### config.mk
export PLATFORM = sky130hd
export DESIGN_NAME = mc_control_fsm
export DESIGN_NICKNAME = d
export VERILOG_FILES = /design/src/rtl/mc_ctrl_pkg.sv /design/src/rtl/alu_decoder.sv /design/src/rtl/mc_control_fsm.sv
export SDC_FILE = /design/constraint.sdc
export NUM_CORES = 1
export LEC_CHECK = 0
export CAP_MARGIN = 30
export CORE_MARGIN = 2
export CORE_UTILIZATION = 35
export DETAILED_ROUTE_END_ITERATION = 6
export GPL_TIMING_DRIVEN = 0
export PLACE_DENSITY = 0.77
export SYNTH_ARGS = -nofsm -noshare
export SYNTH_HDL_FRONTEND = slang
export SYNTH_SLANG_ARGS = --single-unit
### constraint.sdc
create_clock -name clk -period 2 [get_ports clk]
set_input_delay 0.6 -clock clk [delete_from_list [all_inputs] [get_ports clk]]
set_output_delay 0.6 -clock clk [all_outputs]
set_load 0.02 [all_outputs]
### src/rtl/mc_ctrl_pkg.sv
// Shared types and encodings for the multi-cycle RV32I control unit:
// FSM states, opcodes, ALU control codes and datapath mux selects.
package mc_ctrl_pkg;

    typedef enum logic [3:0] {
        S_FETCH,
        S_DECODE,
        S_MEMADR,
        S_MEMREAD,
        S_MEMWB,
        S_MEMWRITE,
        S_EXECR,
        S_EXECI,
        S_ALUWB,
        S_JAL,
        S_BRANCH
    } state_t;

    localparam logic [6:0] OP_LOAD   = 7'b0000011;
    localparam logic [6:0] OP_STORE  = 7'b0100011;
    localparam logic [6:0] OP_RTYPE  = 7'b0110011;
    localparam logic [6:0] OP_ITYPE  = 7'b0010011;
    localparam logic [6:0] OP_JAL    = 7'b1101111;
    localparam logic [6:0] OP_BRANCH = 7'b1100011;

    localparam logic [2:0] ALU_ADD = 3'b000;
    localparam logic [2:0] ALU_SUB = 3'b001;
    localparam logic [2:0] ALU_AND = 3'b010;
    localparam logic [2:0] ALU_OR  = 3'b011;
    localparam logic [2:0] ALU_SLL = 3'b100;
    localparam logic [2:0] ALU_SLT = 3'b101;
    localparam logic [2:0] ALU_SRL = 3'b110;
    localparam logic [2:0] ALU_XOR = 3'b111;

    // State-derived request to the ALU decoder
    localparam logic [1:0] ALUOP_ADD   = 2'b00;
    localparam logic [1:0] ALUOP_SUB   = 2'b01;
    localparam logic [1:0] ALUOP_FUNCT = 2'b10;

    localparam logic       ADR_PC     = 1'b0;
    localparam logic       ADR_RESULT = 1'b1;
    localparam logic [1:0] RES_ALUOUT = 2'b00;
    localparam logic [1:0] RES_DATA   = 2'b01;
    localparam logic [1:0] RES_ALU    = 2'b10;
    localparam logic [1:0] SRCA_PC    = 2'b00;
    localparam logic [1:0] SRCA_OLDPC = 2'b01;
    localparam logic [1:0] SRCA_RS1   = 2'b10;
    localparam logic [1:0] SRCB_RS2   = 2'b00;
    localparam logic [1:0] SRCB_IMM   = 2'b01;
    localparam logic [1:0] SRCB_FOUR  = 2'b10;
    localparam logic [1:0] IMM_I      = 2'b00;
    localparam logic [1:0] IMM_S      = 2'b01;
    localparam logic [1:0] IMM_B      = 2'b10;
    localparam logic [1:0] IMM_J      = 2'b11;

    // Immediate format implied by the opcode alone
    function automatic logic [1:0] imm_for_op(input logic [6:0] op);
        case (op)
            OP_STORE:  return IMM_S;
            OP_BRANCH: return IMM_B;
            OP_JAL:    return IMM_J;
            default:   return IMM_I;
        endcase
    endfunction

endpackage

### src/rtl/alu_decoder.sv
// Maps the FSM's ALU request plus instruction funct fields to the 3-bit ALU op.
module alu_decoder
    import mc_ctrl_pkg::*;
(
    input  logic [1:0] alu_op,
    input  logic [2:0] funct3,
    input  logic       funct7b5,
    input  logic       op5,
    output logic [2:0] alu_control
);

    always_comb begin
        alu_control = ALU_ADD;
        case (alu_op)
            ALUOP_SUB: alu_control = ALU_SUB;
            ALUOP_FUNCT: begin
                case (funct3)
                    // op5 separates R-type from I-type, so addi never becomes sub
                    3'b000:  alu_control = (op5 && funct7b5) ? ALU_SUB : ALU_ADD;
                    3'b001:  alu_control = ALU_SLL;
                    3'b010:  alu_control = ALU_SLT;
                    3'b100:  alu_control = ALU_XOR;
                    3'b101:  alu_control = ALU_SRL;
                    3'b110:  alu_control = ALU_OR;
                    3'b111:  alu_control = ALU_AND;
                    default: alu_control = ALU_ADD;
                endcase
            end
            default: alu_control = ALU_ADD;
        endcase
    end

endmodule

### src/rtl/mc_control_fsm.sv
// Multi-cycle RV32I control FSM: sequences the datapath and drives all enables/selects.
// Define CTRL_BNE_EN to also resolve bne (funct3=001) in the BRANCH state.
module mc_control_fsm
    import mc_ctrl_pkg::*;
(
    input  logic       clk,
    input  logic       rst_n,
    input  logic [6:0] op,
    input  logic [2:0] funct3,
    input  logic       funct7b5,
    input  logic       zero,
    input  logic       mem_ready,
    output logic       pc_write,
    output logic       adr_src,
    output logic       mem_write,
    output logic       ir_write,
    output logic       reg_write,
    output logic [1:0] result_src,
    output logic [1:0] alu_src_a,
    output logic [1:0] alu_src_b,
    output logic [1:0] imm_src,
    output logic [2:0] alu_control,
    output logic       illegal_instr
);

    state_t     state_q, state_d;
    logic [1:0] alu_op;
    logic       branch_taken;

    always_ff @(posedge clk or negedge rst_n) begin
        if (!rst_n) state_q <= S_FETCH;
        else        state_q <= state_d;
    end

    always_comb begin
        state_d = state_q;
        case (state_q)
            S_FETCH:    if (mem_ready) state_d = S_DECODE;
            S_DECODE: begin
                case (op)
                    OP_LOAD, OP_STORE: state_d = S_MEMADR;
                    OP_RTYPE:          state_d = S_EXECR;
                    OP_ITYPE:          state_d = S_EXECI;
                    OP_JAL:            state_d = S_JAL;
                    OP_BRANCH:         state_d = S_BRANCH;
                    default:           state_d = S_FETCH;
                endcase
            end
            S_MEMADR:   state_d = (op == OP_STORE) ? S_MEMWRITE : S_MEMREAD;
            S_MEMREAD:  if (mem_ready) state_d = S_MEMWB;
            S_MEMWRITE: if (mem_ready) state_d = S_FETCH;
            S_EXECR,
            S_EXECI,
            S_JAL:      state_d = S_ALUWB;
            default:    state_d = S_FETCH;
        endcase
    end

    always_comb begin
        branch_taken = 1'b0;
        case (funct3)
            3'b000:  branch_taken = zero;
`ifdef CTRL_BNE_EN
            3'b001:  branch_taken = !zero;
`endif
            default: branch_taken = 1'b0;
        endcase
    end

    always_comb begin
        pc_write      = 1'b0;
        adr_src       = ADR_PC;
        mem_write     = 1'b0;
        ir_write      = 1'b0;
        reg_write     = 1'b0;
        result_src    = RES_ALUOUT;
        alu_src_a     = SRCA_PC;
        alu_src_b     = SRCB_RS2;
        imm_src       = imm_for_op(op);
        alu_op        = ALUOP_ADD;
        illegal_instr = 1'b0;
        case (state_q)
            S_FETCH: begin
                alu_src_b  = SRCB_FOUR;
                result_src = RES_ALU;
                ir_write   = mem_ready;
                pc_write   = mem_ready;
            end
            S_DECODE: begin
                alu_src_a = SRCA_OLDPC;
                alu_src_b = SRCB_IMM;
                imm_src   = IMM_B;
                case (op)
                    OP_LOAD, OP_STORE, OP_RTYPE, OP_ITYPE, OP_JAL, OP_BRANCH: ;
                    default: illegal_instr = 1'b1;
                endcase
            end
            S_MEMADR: begin
                alu_src_a = SRCA_RS1;
                alu_src_b = SRCB_IMM;
                imm_src   = (op == OP_STORE) ? IMM_S : IMM_I;
            end
            S_MEMREAD:  adr_src = ADR_RESULT;
            S_MEMWB: begin
                result_src = RES_DATA;
                reg_write  = 1'b1;
            end
            S_MEMWRITE: begin
                adr_src   = ADR_RESULT;
                mem_write = 1'b1;
            end
            S_EXECR: begin
                alu_src_a = SRCA_RS1;
                alu_op    = ALUOP_FUNCT;
            end
            S_EXECI: begin
                alu_src_a = SRCA_RS1;
                alu_src_b = SRCB_IMM;
                imm_src   = IMM_I;
                alu_op    = ALUOP_FUNCT;
            end
            S_ALUWB:    reg_write = 1'b1;
            S_JAL: begin
                alu_src_a = SRCA_OLDPC;
                alu_src_b = SRCB_FOUR;
                pc_write  = 1'b1;
            end
            S_BRANCH: begin
                alu_src_a = SRCA_RS1;
                alu_op    = ALUOP_SUB;
                pc_write  = branch_taken;
            end
            default: ;
        endcase
        // Reset leaves the selects at their FETCH values but must not fire any strobe
        if (!rst_n) begin
            pc_write      = 1'b0;
            ir_write      = 1'b0;
            reg_write     = 1'b0;
            mem_write     = 1'b0;
            illegal_instr = 1'b0;
        end
    end

    alu_decoder u_alu_decoder (
        .alu_op      (alu_op),
        .funct3      (funct3),
        .funct7b5    (funct7b5),
        .op5         (op[5]),
        .alu_control (alu_control)
    );

endmodule

After elaboration in Yosys (flattened, before gate mapping):

Cells that the tools add are included.

* register bits: 4
* bits in latches: 0
* bits in writable memories: 0
* memory bits (read-only): 0
* input port bits: 15
* output and inout port bits: 17
* word-level logic and storage cells: 71
* memories: 0

* add/subtract/negate cells: 0
* multiply operators: 0
* div/mod/pow operators: 0
* order comparisons: 0
* equality and inequality tests: 27
* shift operators: 0
* mux-type cells: 29
* bitwise operators: 0
* reduce and logical (&&, ||, !) cells: 14

Operator list (count)
* one-hot mux 4 bit (6 select lines): 1
* one-hot mux 3 bit (7 select lines): 1
* one-hot mux 4 bit (5 select lines): 1
* equality test 4 x 3 -> 1 bit, second input constant: 4
* one-hot mux 2 bit (2 select lines): 4
* equality test 7 x 6 -> 1 bit, second input constant: 2
* equality test 7 bit, second input constant: 2
* two-way mux 1 bit: 14
* equality test 3 bit, second input constant: 4
* equality test 4 bit, second input constant: 3
* two-way mux 4 bit: 3
* one-hot mux 2 bit (3 select lines): 2
* OR reduction 2 bit: 6
* equality test 4 x 2 -> 1 bit, second input constant: 2
* equality test 7 x 2 -> 1 bit, second input constant: 1
* equality test 7 x 5 -> 1 bit, second input constant: 1
* inequality test 2 bit, second input constant: 3
* one-hot mux 3 bit (2 select lines): 1
* OR reduction 3 bit: 2
* OR reduction 6 bit: 1
* equality test 4 x 1 -> 1 bit, second input constant: 1
* zero test 4 bit: 1
* OR reduction 4 bit: 1
* equality test 3 x 1 -> 1 bit, second input constant: 1
* other kinds (8): 8

Longest topological paths before layout:

Gate-level depths: netlist of the first run.

* depth after elaboration: 5
* depth in mapped cells: 7
* depth with buffers taken out: 6

Modules after synthesis:

A second synthesis of the first run with hierarchy kept.

* cells, all modules: 93
* area, all modules: 726.9 sq um

Modules (own cells, without submodules)
* mc_control_fsm: instances 1, cells each 81, area each 639.4 sq um, seq. area each 100.1 sq um
* alu_decoder: instances 1, cells each 12, area each 87.6 sq um, seq. area each 0.0 sq um

Worst setup path before layout of the first run:

OpenSTA, ideal clock, no wires.

* path kind: reg2out
* start: register state_q[2]
* end: output alu_control[2]
* arrival: 1.685 ns
* data required time: 1.400 ns
* path slack: -0.285 ns
* stages on the path, launching flop included: 7
* buffers on the path: 2
* path through: dfrtp_1 > buf_4 > buf_2 > nand3b_1 > inv_1 > ha_1 > nor3b_1

* cells in the longest elaborated chain, start to end: 5
* elaborated cells between the ends (all ways): 8
* classes of those cells: 5 x eq/ne; 2 x mux; 1 x reduce/logical

Ends and longest elaborated chain
* start, declared: RTL line mc_control_fsm.sv:26 `state_t state_q, state_d;`
* start signal, assigned: RTL line mc_control_fsm.sv:32 `else state_q <= state_d;`
* equality test 4 x 3 -> 1 bit: RTL line mc_control_fsm.sv:82 `case (state_q)`
* OR reduction 2 bit (no line)
* one-hot mux 2 bit (2 select lines) (*): RTL line mc_control_fsm.sv:82
* equality test 2 bit or equality test 2 x 1 -> 1 bit (tied branches): RTL line alu_decoder.sv:14 `case (alu_op)`
* one-hot mux 3 bit (2 select lines) (*): RTL line alu_decoder.sv:14
* end, declared: RTL line mc_control_fsm.sv:22 `output logic [2:0] alu_control,`

Every way passes the cells marked *; elsewhere a longest branch is shown, timed or not.

Final worst setup path of the first run:

* start: register state_q[0]
* end: output pc_write

* cells in the longest elaborated chain, start to end: 3
* elaborated cells between the ends (all ways): 5
* classes of those cells: 2 x eq/ne; 2 x mux; 1 x reduce/logical

Ends and longest elaborated chain
* equality test 4 bit or zero test 4 bit (tied branches): RTL line mc_control_fsm.sv:82
* one-hot mux 1 bit (3 select lines) (*): RTL line mc_control_fsm.sv:82
* two-way mux 1 bit (*): RTL line mc_control_fsm.sv:136 `if (!rst_n) begin`
* end, declared: RTL line mc_control_fsm.sv:13 `output logic pc_write,`

Marked as above.

==> summary.md, run 1 <==
| Metric | Value |
|---|---|
| Clock Path Buffers | `2` |
| Min Tclk post-route | `2.38 ns` |
| CTS HTree Levels | `1` |
| Die width | `48.2 um` |
| Placed Cells | `153` |
| Max Cap Viol | `0` |
| Peak Freq | `0.420 GHz` |
| Vias after detailed routing | `1,091` |
| Synth Flop Type | `dfrtp_1` |
| Avg Vias per Cell | `5.99` |
| Detailed Routing Iterations Pass 1 | `4` |
| Top Registers | `state_q x4` |
| CTS tree | `built` |
| Core ar. | `1780 um2` |
| Vias in the first global route | `1,013` |
| Seq/Total Area, Yosys | `0.147` |
| RSZ-0062 raised after global routing | `yes` |
| Hold crit path type | `in2async` |
| Crit Path Max Fanout | `4` |
| Initial drt markers | `30` |
| Hold WS | `0.289 ns` |
| Period Utilization, post-route | `1.19` |
| Yosys warnings | `0` |
| Setup crit start kind | `flip-flop` |
| Hpwl dp | `1.53 mm` |
| Worst slew margin | `0.776` |
| FP Rows | `15` |
| Final hold violations | `0` |
| Clock root cell | `clkbuf_4` |
| Largest net degree at the start of global routing | `11` |
| Most frequent cells after synthesis | `nand2_1, nand2b_1, nor2_1, buf_2` |
| CTS sink cnt | `4` |
| Yosys top cell area share | `0.147` |
| Initial antenna violation count | `0` |
| CTS buffer count | `3` |
| First-pass GRT wire length | `4.45 mm` |
| Total gr overflow | `0` |
| Post-route ant nets | `0` |
| Filler cells | `96` |
| GP Congestion | `0.838` |
| Synth Net Count | `114` |
| #FFs+latches synth | `4` |
| Top Ports | `32` |
| Crit path arrival time | `1.78 ns` |
| Max-slew violations | `0` |
| WL per Instance | `20.2 um` |
| N_diodes | `0` |
| Setup slack at placement | `-1.09 ns` |
| Share of cells above drive strength 1 | `0.618` |
| Clk_lat worst skew | `0.24 ns` |
| Chip height | `48.2 um` |
| Clock-pin transition on the worst setup and hold timing paths | `0.04 ns` |
| Largest register FFs | `4` |
| Kind of critical path | `reg2out` |
| Non-Filler Instances | `182` |
| Post-CTS Hold Fix Bufs | `0` |
| Asr flop ratio synth | `1.00` |
| Die area | `2320 um2` |
| Global Route Usage Sum | `0.277` |
| Final wirelength | `3.68 mm` |
| Synth area leaders | `dfrtp_1, nand2b_1, nor3b_1, nand2_1, buf_2` |
| CP Data Required Time | `1.40 ns` |
| Drt drc | `0` |
| I/O Buffers | `31` |
| Peak supply drop | `0.403 mV` |
| Yosys top cell by area | `dfrtp_1` |
| Leakage | `0.655 nW` |
| Reg with most FFs | `state_q` |
| Slew @ Worst Pin | `0.327 ns` |
| Synth Area per Inst | `7.04 um2` |
| Final nets | `176` |
| Final setup viols | `14` |
| Pwr/cell area | `290 nW/um2` |
| Post-synth EDFFs | `0` |
| Syn-to-layout area delta | `111%` |
| Endpoint type of the worst setup path | `primary output` |
| Status | `finished with violations` |
| Synth cell types | `36` |
| Initial Utilization | `0.383` |
| Cells after synthesis | `97` |
| Violated checks | `setup timing` |
| Clk_skew | `0.00374 ns` |
| Worst Slack Setup Final | `-0.379 ns` |
| Cell Area, Synth | `683 um2` |
-- cells in the final DEF (no fill, tap or decap), types with 3 or more instances in the layout --
cell type	count
a21oi_1	4
nor2_1	4
dlygate4sd2_1	5
buf_4	26
clkbuf_4	3
buf_6	18
nand3_1	3
nand2_1	7
inv_2	3
buf_2	10
nor3b_1	3
nand3b_1	3
nor3_4	3
nand2b_1	8
dfrtp_2	3
-- per-stage QoR --
| stage | area [um2] | total power, mW | setup TNS (ns) | util |
|---|---|---|---|---|
| after floorplan | 701 | 0.176 | -0.277 | - |
| after global placement | 1040 | 0.258 | -9.10 | 0.585 |
| after detailed placement | 1040 | 0.261 | -9.39 | 0.585 |
| after CTS | 1290 | 0.379 | -1.36 | 0.721 |
| after global routing | 1440 | 0.438 | -3.06 | 0.810 |
| final | 1440 | 0.419 | -2.48 | 0.810 |
-- report_power, final --
part | total [mW] | internal [mW] | switching [mW]
logic | 0.225 | 0.101 | 0.125
registers | 0.0891 | 0.0847 | 0.00438
clock network | 0.105 | 0.0674 | 0.0376
total | 0.419 | 0.253 | 0.167
-- critical path: stages (launching register included) --
cell	delay [ns]
dfrtp_2	0.43
buf_4	0.17
nand2b_1	0.17
nor3_1	0.19
a21oi_1	0.09
nor3b_1	0.27
buf_2	0.22
-- area by class of cell --
cell class / count / area, um2 / area share
repair buffers: 59 / 505 / 0.350
plain buffers: 5 / 50.0 / 0.0347
multi-input cells: 81 / 712 / 0.493
clock buffers: 3 / 22.5 / 0.0156
inverters: 5 / 18.8 / 0.0130
flip-flops and latches: 4 / 104 / 0.0719
well taps: 25 / 31.3 / 0.0217
-- cell families (layout without fill, tap and decap cells) --
logic type	count (synthesis)	in the layout	share of synthesized area
XOR/XNOR	5	5	0.0641
AND/OR/NAND/NOR	57	57	0.484
buffers and inverters	12	72	0.0824
AO/OA/AOI/OAI	17	17	0.187
adder cells (fa/ha/maj)	2	2	0.0366
flip-flops	4	4	0.147
-- routing by layer --
metal	wire, um	vias up	global-route usage	part of all wire
li1	-	466	-	-
met1	1360	517	0.281	0.37
met2	1860	84	0.503	0.50
met3	298	24	0.0667	0.081
met4	163	0	0.168	0.044
met5	0	-	0	0
-- worst paths after layout --
path                       cells past startpoint                    from                endpoint  slack [ns]
setup / recovery                               6  state_q[0]$_DFFE_PN0P_                pc_write       -0.38
hold / removal                                 1                   rst_n  state_q[2]$_DFFE_PN0P_        0.29
setup reg to reg                               8  state_q[1]$_DFFE_PN0P_  state_q[2]$_DFFE_PN0P_        0.48
hold reg to reg                                3  state_q[2]$_DFFE_PN0P_  state_q[2]$_DFFE_PN0P_        0.72
max in group asynchronous                      1                   rst_n  state_q[0]$_DFFE_PN0P_        1.52
min in group clk                               3                   op[4]  state_q[0]$_DFFE_PN0P_        0.71
-- repair_timing --
action / in CTS / in global routing
cloned: 1 / 0
setup endpoints to repair: 17 / 15
gates resized for setup: 156 / 32
pin swaps: 19 / 14
buffers inserted: 19 / 9
Note: power is estimated with default switching activity, not from simulation.
==> run 2: changes to the inputs <==
--- a/config.mk
+++ b/config.mk
@@ -6,7 +6,6 @@
 export NUM_CORES = 1
 export LEC_CHECK = 0
 export CAP_MARGIN = 30
-export CORE_MARGIN = 2
 export CORE_UTILIZATION = 35
 export DETAILED_ROUTE_END_ITERATION = 6
 export GPL_TIMING_DRIVEN = 0
==> run 2 against run 1 <==
- maximum frequency is 0.34% higher
- largest power group unchanged
- highest routed layer unchanged
- sequential share of layout area is 0.19 points lower
- combinational power is 11% higher
- flip-flop and latch count stayed put
- total power is 4.4% higher
- the run still ends with setup timing left
- non-clock buffer count is 9 higher
- largest cell class unchanged
- die area is 8.1% lower
- utilization is 2.2 points higher
- clock power is 5% lower
- routed wire length is 9.8% lower
- worst hold slack better by 0.015 ns
==> summary.md, run 2 (synthesis results as in run 1) <==
| Metric | Value |
|---|---|
| Status | `finished with violations (unchanged)` |
| Violated checks | `setup timing (unchanged)` |
| Final setup viols | `13 (was 14)` |
| Core ar. | `1780 um2 (unchanged)` |
| Crit Path Max Fanout | `4 (unchanged)` |
| Pwr/cell area | `295 nW/um2 (was 290 nW/um2)` |
| Non-Filler Instances | `191 (was 182)` |
| Die width | `46.2 um (was 48.2 um)` |
| Register Area | `104 um2 (unchanged)` |
| Clock power frac | `0.229 (was 0.251)` |
| Setup slack at placement | `-1.10 ns (was -1.09 ns)` |
| RSZ-0062 raised after global routing | `yes (unchanged)` |
| Slew @ Worst Pin | `0.329 ns (was 0.327 ns)` |
| Sequential power share | `0.201 (was 0.212)` |
| Hold crit path type | `in2async (unchanged)` |
| Post-CTS Hold Fix Bufs | `0 (unchanged)` |
| Detailed Routing Iterations Pass 1 | `4 (unchanged)` |
| CP Data Required Time | `1.40 ns (about the same)` |
| Clock Path Buffers | `2 (unchanged)` |
| Syn-to-layout area delta | `117% (was 111%)` |
| Die area | `2130 um2 (was 2320 um2)` |
| Hold WS | `0.303 ns (was 0.289 ns)` |
| CTS tree | `built (unchanged)` |
| Top Ports | `32 (unchanged)` |
| Drt drc | `0 (unchanged)` |
| Worst slew margin | `0.775 (was 0.776)` |
| Max Cap Viol | `0 (unchanged)` |
| Placed Cells | `153 (unchanged)` |
| Reg with most FFs | `state_q (unchanged)` |
| Net switching power | `0.161 mW (was 0.167 mW)` |
| Clock-pin transition on the worst setup and hold timing paths | `0.04 ns (about the same)` |
| Final nets | `185 (was 176)` |
| Crit path arrival time | `1.77 ns (was 1.78 ns)` |
| Max-slew violations | `0 (unchanged)` |
| Period Utilization, post-route | `1.19 (about the same)` |
| Min Tclk post-route | `2.37 ns (was 2.38 ns)` |
| Logic pwr share | `0.570 (was 0.537)` |
| Commonest non-fill, non-tap cell in the layout | `buf_4 (unchanged)` |
| Clk_skew | `0.00299 ns (was 0.00374 ns)` |
| Clock root cell | `clkbuf_4 (unchanged)` |
| First-pass GRT wire length | `4.23 mm (was 4.45 mm)` |
| I/O Buffers | `31 (unchanged)` |
| Worst Slack Setup Final | `-0.371 ns (was -0.379 ns)` |
| Commonest non-fill, non-tap cells in the layout | `buf_4, buf_6, buf_2 (unchanged)` |
| Filler cells | `104 (was 96)` |
| Final hold violations | `0 (unchanged)` |
| Chip height | `46.2 um (was 48.2 um)` |
| Largest net degree at the start of global routing | `11 (unchanged)` |
| N_diodes | `0 (unchanged)` |
| Avg Vias per Cell | `5.45 (was 5.99)` |
| Endpoint type of the worst setup path | `primary output (unchanged)` |
| FP Rows | `15 (unchanged)` |
| Initial drt markers | `34 (was 30)` |
| Vias after detailed routing | `1,041 (was 1,091)` |
| Initial antenna violation count | `0 (unchanged)` |
| Top Registers | `state_q x4 (unchanged)` |
| Peak supply drop | `0.405 mV (was 0.403 mV)` |
| Clk_lat worst skew | `0.23 ns (was 0.24 ns)` |
| Peak Freq | `0.422 GHz (was 0.420 GHz)` |
| Final Power | `0.438 mW (was 0.419 mW)` |
| Leakage | `0.693 nW (was 0.655 nW)` |
| Final wirelength | `3.32 mm (was 3.68 mm)` |
| Area of the multi-input gates | `698 um2 (was 712 um2)` |
| Kind of critical path | `reg2out (unchanged)` |
| Global Route Usage Sum | `0.279 (was 0.277)` |
| CTS buffer count | `3 (unchanged)` |
| CTS HTree Levels | `1 (unchanged)` |
| Initial Utilization | `0.383 (unchanged)` |
| Vias in the first global route | `931 (was 1,013)` |
| CTS sink cnt | `4 (unchanged)` |
| Largest register FFs | `4 (unchanged)` |
| Post-route ant nets | `0 (unchanged)` |
| WL per Instance | `17.4 um (was 20.2 um)` |
| Setup crit start kind | `flip-flop (unchanged)` |
| Share of cells above drive strength 1 | `0.614 (was 0.618)` |
| Hpwl dp | `1.51 mm (was 1.53 mm)` |
| Switching share of power | `0.369 (was 0.397)` |
| GP Congestion | `0.783 (was 0.838)` |
| Total gr overflow | `0 (unchanged)` |
| Int Power | `0.276 mW (was 0.253 mW)` |
run 2: power by group through the flow:
stage / combinational [mW] / sequential [mW] / clock (mW)
after global placement: 0.170 / 0.0885 / 0
after detailed placement: 0.171 / 0.0885 / 0
after floorplan: 0.0889 / 0.0874 / 0
final: 0.250 / 0.0879 / 0.100
after global routing: 0.264 / 0.0879 / 0.112
after CTS: 0.192 / 0.0886 / 0.102
run 2: layer usage:
layer  share of wire  track usage  up-vias
li1                -            -      490
met1            0.41        0.334      484
met2            0.51        0.501       61
met3           0.067       0.0471        6
met4           0.016       0.0824        0
met5               0            0        -
run 2: timing repair:
| item | CTS | global route |
|---|---|---|
| setup endpoints to repair | 17 | 16 |
| buffers inserted | 25 | 12 |
| pin swaps | 21 | 12 |
| gates resized for setup | 147 | 34 |
run 2: critical path: stages, from the launching register on:
cell and delay [ns]:
dfrtp_1 0.38, buf_6 0.13, buf_8 0.11, nand3b_1 0.24, ha_2 0.24, a31oi_1 0.21, nor2_1 0.07, buf_4 0.16
run 2: final timing paths:
check,from,end,slack [ns],cells past startpoint
max reg2reg,state_q[2]$_DFFE_PN0P_,state_q[0]$_DFFE_PN0P_,0.43,7
min,rst_n,state_q[2]$_DFFE_PN0P_,0.30,1
min reg2reg,state_q[3]$_DFFE_PN0P_,state_q[3]$_DFFE_PN0P_,0.72,3
max,state_q[2]$_DFFE_PN0P_,alu_control[0],-0.37,7
max in group asynchronous,rst_n,state_q[1]$_DFFE_PN0P_,1.49,1
min in group clk,state_q[3]$_DFFE_PN0P_,state_q[3]$_DFFE_PN0P_,0.72,3
run 2: through the flow:
stage          TNS (ns)  instance area [um2]  utilization
2_1_floorplan    -0.277                  701            -
3_3_place_gp      -9.15                 1040        0.585
3_5_place_dp      -9.40                 1040        0.585
4_1_cts           -1.55                 1280        0.716
5_1_grt           -3.65                 1480        0.832
6_report          -2.79                 1480        0.832
run 2: final cells by class:
class / instances / area share
Buffer: 5 / 0.0405
Clock buffer: 3 / 0.0152
Inverter: 5 / 0.0127
Multi-Input combinational cell: 81 / 0.471
Sequential cell: 4 / 0.0700
Tap cell: 25 / 0.0211
Timing Repair Buffer: 68 / 0.370
==> run 3: changes to the inputs <==
--- a/config.mk
+++ b/config.mk
@@ -7,6 +7,7 @@
 export LEC_CHECK = 0
 export CAP_MARGIN = 30
 export CORE_UTILIZATION = 35
+export CTS_CLUSTER_SIZE = 28
 export DETAILED_ROUTE_END_ITERATION = 6
 export GPL_TIMING_DRIVEN = 0
 export PLACE_DENSITY = 0.77
==> results of run 3 <==
Same layout as run 2: the final DEF is identical, and so are final timing and power.
==> RTL change (config.mk and constraints of run 1) <==
Build with the macro `CTRL_BNE_EN` defined.
--- a/src/rtl/mc_control_fsm.sv
+++ b/src/rtl/mc_control_fsm.sv
@@ -1,5 +1,7 @@
 // Multi-cycle RV32I control FSM: sequences the datapath and drives all enables/selects.
 // Define CTRL_BNE_EN to also resolve bne (funct3=001) in the BRANCH state.
+`define CTRL_BNE_EN
+
 module mc_control_fsm
     import mc_ctrl_pkg::*;
 (
Formal check against the unedited RTL: not equivalent (a bounded check fails within 4 cycles, from zero or initial values and one cycle with rst_n low).
==> RTL change against run 1 <==
The flow still finishes with violations (setup timing); die area fell by 3.2%; design area fell by 5.5%; fmax fell by 2.8%; final cell count fell by 8.8%; setup slack got worse by 0.070 ns; sequential cell count did not move; clock skew rose by 0.0072 ns; synthesized cell count fell by 4.1%; global-route usage fell by 2.9 points; routed wire length fell by 30%; synthesized area fell by 3.5%; critical path type unchanged; highest routed layer unchanged.
Power is not compared: it rests on default switching activity, and its combinational part moved more than twofold at a synthesized area within 25%.
==> RTL change: results <==
set metrics [dict create \
    grt_pass1_vias 837 \
    grt_pass1_wl_microns 3726 \
    clkSlewWorstSetupHoldPaths_ns 0.05 \
    r2r_end "state_q[1]" \
    dp_slack_ns -1.156 \
    grt_max_degree 11 \
    r2r_slack_ns 0.50 \
    hp-class "in -> async" \
    violations "setup timing" \
    root_buffer "clkbuf_4" \
    placed_cells 149 \
    drive_gt1_share_pct 63.12 \
    r2r-start "state_q[0]" \
    synthTopCellsByArea "dfrtp_1, nand2_1, nor2_1, a211o_1, buf_2" \
    slew_viol_final 0 \
    crit_family "simple AND/OR/NAND/NOR gates" \
    reg.largest.list "state_q: 4 flops" \
    yosysWarnings 0 \
    arrival_ns 1.85 \
    synthTopCellsByCount "nand2_1, nor2_1, buf_2, nor3_1" \
    r2r_cells 8 \
    final_nets 160 \
    vdd_drop_max_uv 707.4 \
    h-tree-depth 1 \
    multiInputGateArea_sq_um 754.5 \
    dr.pass1.iters 4 \
    via_count 906 \
    internal-power_mw 0.5904 \
    clk_latency_ns 0.26 \
    dpl.hpwl_microns 1581 \
    hold_ws_ns 0.2675 \
    synth_nets 110 \
    final.setup_skew_ns 0.01095 \
    setup_tns_ns -2.399 \
    drtIter0Drc 6 \
    clock_path_buffers 2 \
    place_congestion 0.8099 \
    fillers 113 \
    synthFlopType "dfrtp_1" \
    run_status "finished with violations" \
    critPathMaxFanout 4 \
    grt_usage_pct 24.80 \
    setup_ws_ns -0.4484 \
    cts_made_buffers 3 \
    synth.distinct_cells 42 \
    placed_area_sq_mm 0.001056 \
    ys_seq_area_share_pct 15.18 \
    wl_microns 2560 \
    wire_per_inst_microns 15.42 \
    max-slew-margin-rel_pct 72.43 \
    avgSynthCellArea_sq_um 7.090 \
    setup_violations 13 \
    async_flop_share_pct 100.0 \
]
RTL change: cell count changes after synthesis, moves of 2 or more:
| cell | run 1 | this run |
|---|---|---|
| nand2b_1 | 9 | 2 |
| nor3b_1 | 5 | 1 |
| a21oi_1 | 4 | 1 |
| nand3_1 | 4 | 1 |
| nand3b_1 | 3 | 0 |
| o21ai_1 | 0 | 3 |
| inv_2 | 1 | 3 |
| nand2_1 | 9 | 11 |
| nand4b_1 | 2 | 0 |
RTL change: metal layers:
| metal | vias up | global-route usage [%] | share of wire (%) |
|---|---|---|---|
| met4 | 0 | 15.56 | 3.2 |
| met3 | 7 | 1.154 | 4.0 |
| li1 | 441 | - | - |
| met5 | - | 0 | 0 |
| met1 | 427 | 26.85 | 40 |
| met2 | 31 | 46.22 | 53 |
RTL change: layout make-up:
type / instances / share of cell area [%]
inverters: 6 / 1.833
plain buffers: 5 / 3.116
repair buffers: 45 / 28.32
well taps: 25 / 2.291
multi-input cells: 78 / 55.27
clock buffers: 3 / 1.650
flip-flops and latches: 4 / 7.516
RTL change: worst max-delay path by stage:
stage,start,endpoint,slack [ns],cells past startpoint
2_1_floorplan,state_q[0],alu_control[2],-0.22,6
3_3_place_gp,op[5],imm_src[1],-1.16,6
3_5_place_dp,op[5],imm_src[1],-1.16,6
4_1_cts,state_q[0],alu_control[2],-0.42,7
5_1_grt,state_q[0],alu_control[2],-0.51,7
6_report,state_q[0],alu_control[2],-0.45,7
RTL change: what timing repair did:
item | CTS | global route
gates resized for setup | 172 | 22
pin swaps | 17 | 6
endpoints found under the setup margin | 17 | 17
setup buffers | 13 | 1
hold buffers | 0 | 0
RTL change: power groups by stage:
stage / combinational (mW) / clock [mW] / sequential (mW)
after floorplan: 0.431 / 0 / 0.122
after global placement: 0.699 / 0 / 0.130
after detailed placement: 0.705 / 0 / 0.131
after CTS: 0.853 / 0.113 / 0.126
after global routing: 0.976 / 0.122 / 0.131
final: 0.919 / 0.116 / 0.130
RTL change: kinds of logic (layout without fill, tap and decap cells):
logic type / count (synthesis) / after routing / synth area share (%)
adders and majority gates: 2 / 2 / 3.794
AOI/OAI and AO/OA: 19 / 19 / 19.74
muxes: 1 / 1 / 1.518
xor gates and xnor gates: 4 / 4 / 5.314
buffers and inverters: 11 / 59 / 7.210
and+or+nand+nor: 52 / 52 / 47.25
DFF: 4 / 4 / 15.18
RTL change: worst reg2reg max path: stages (launching register included):
cell,delay (ns)
dfrtp_2,0.42
buf_6,0.12
buf_6,0.07
and2b_1,0.14
buf_6,0.13
nand2_4,0.07
buf_4,0.15
a211o_1,0.25
o21ai_0,0.07
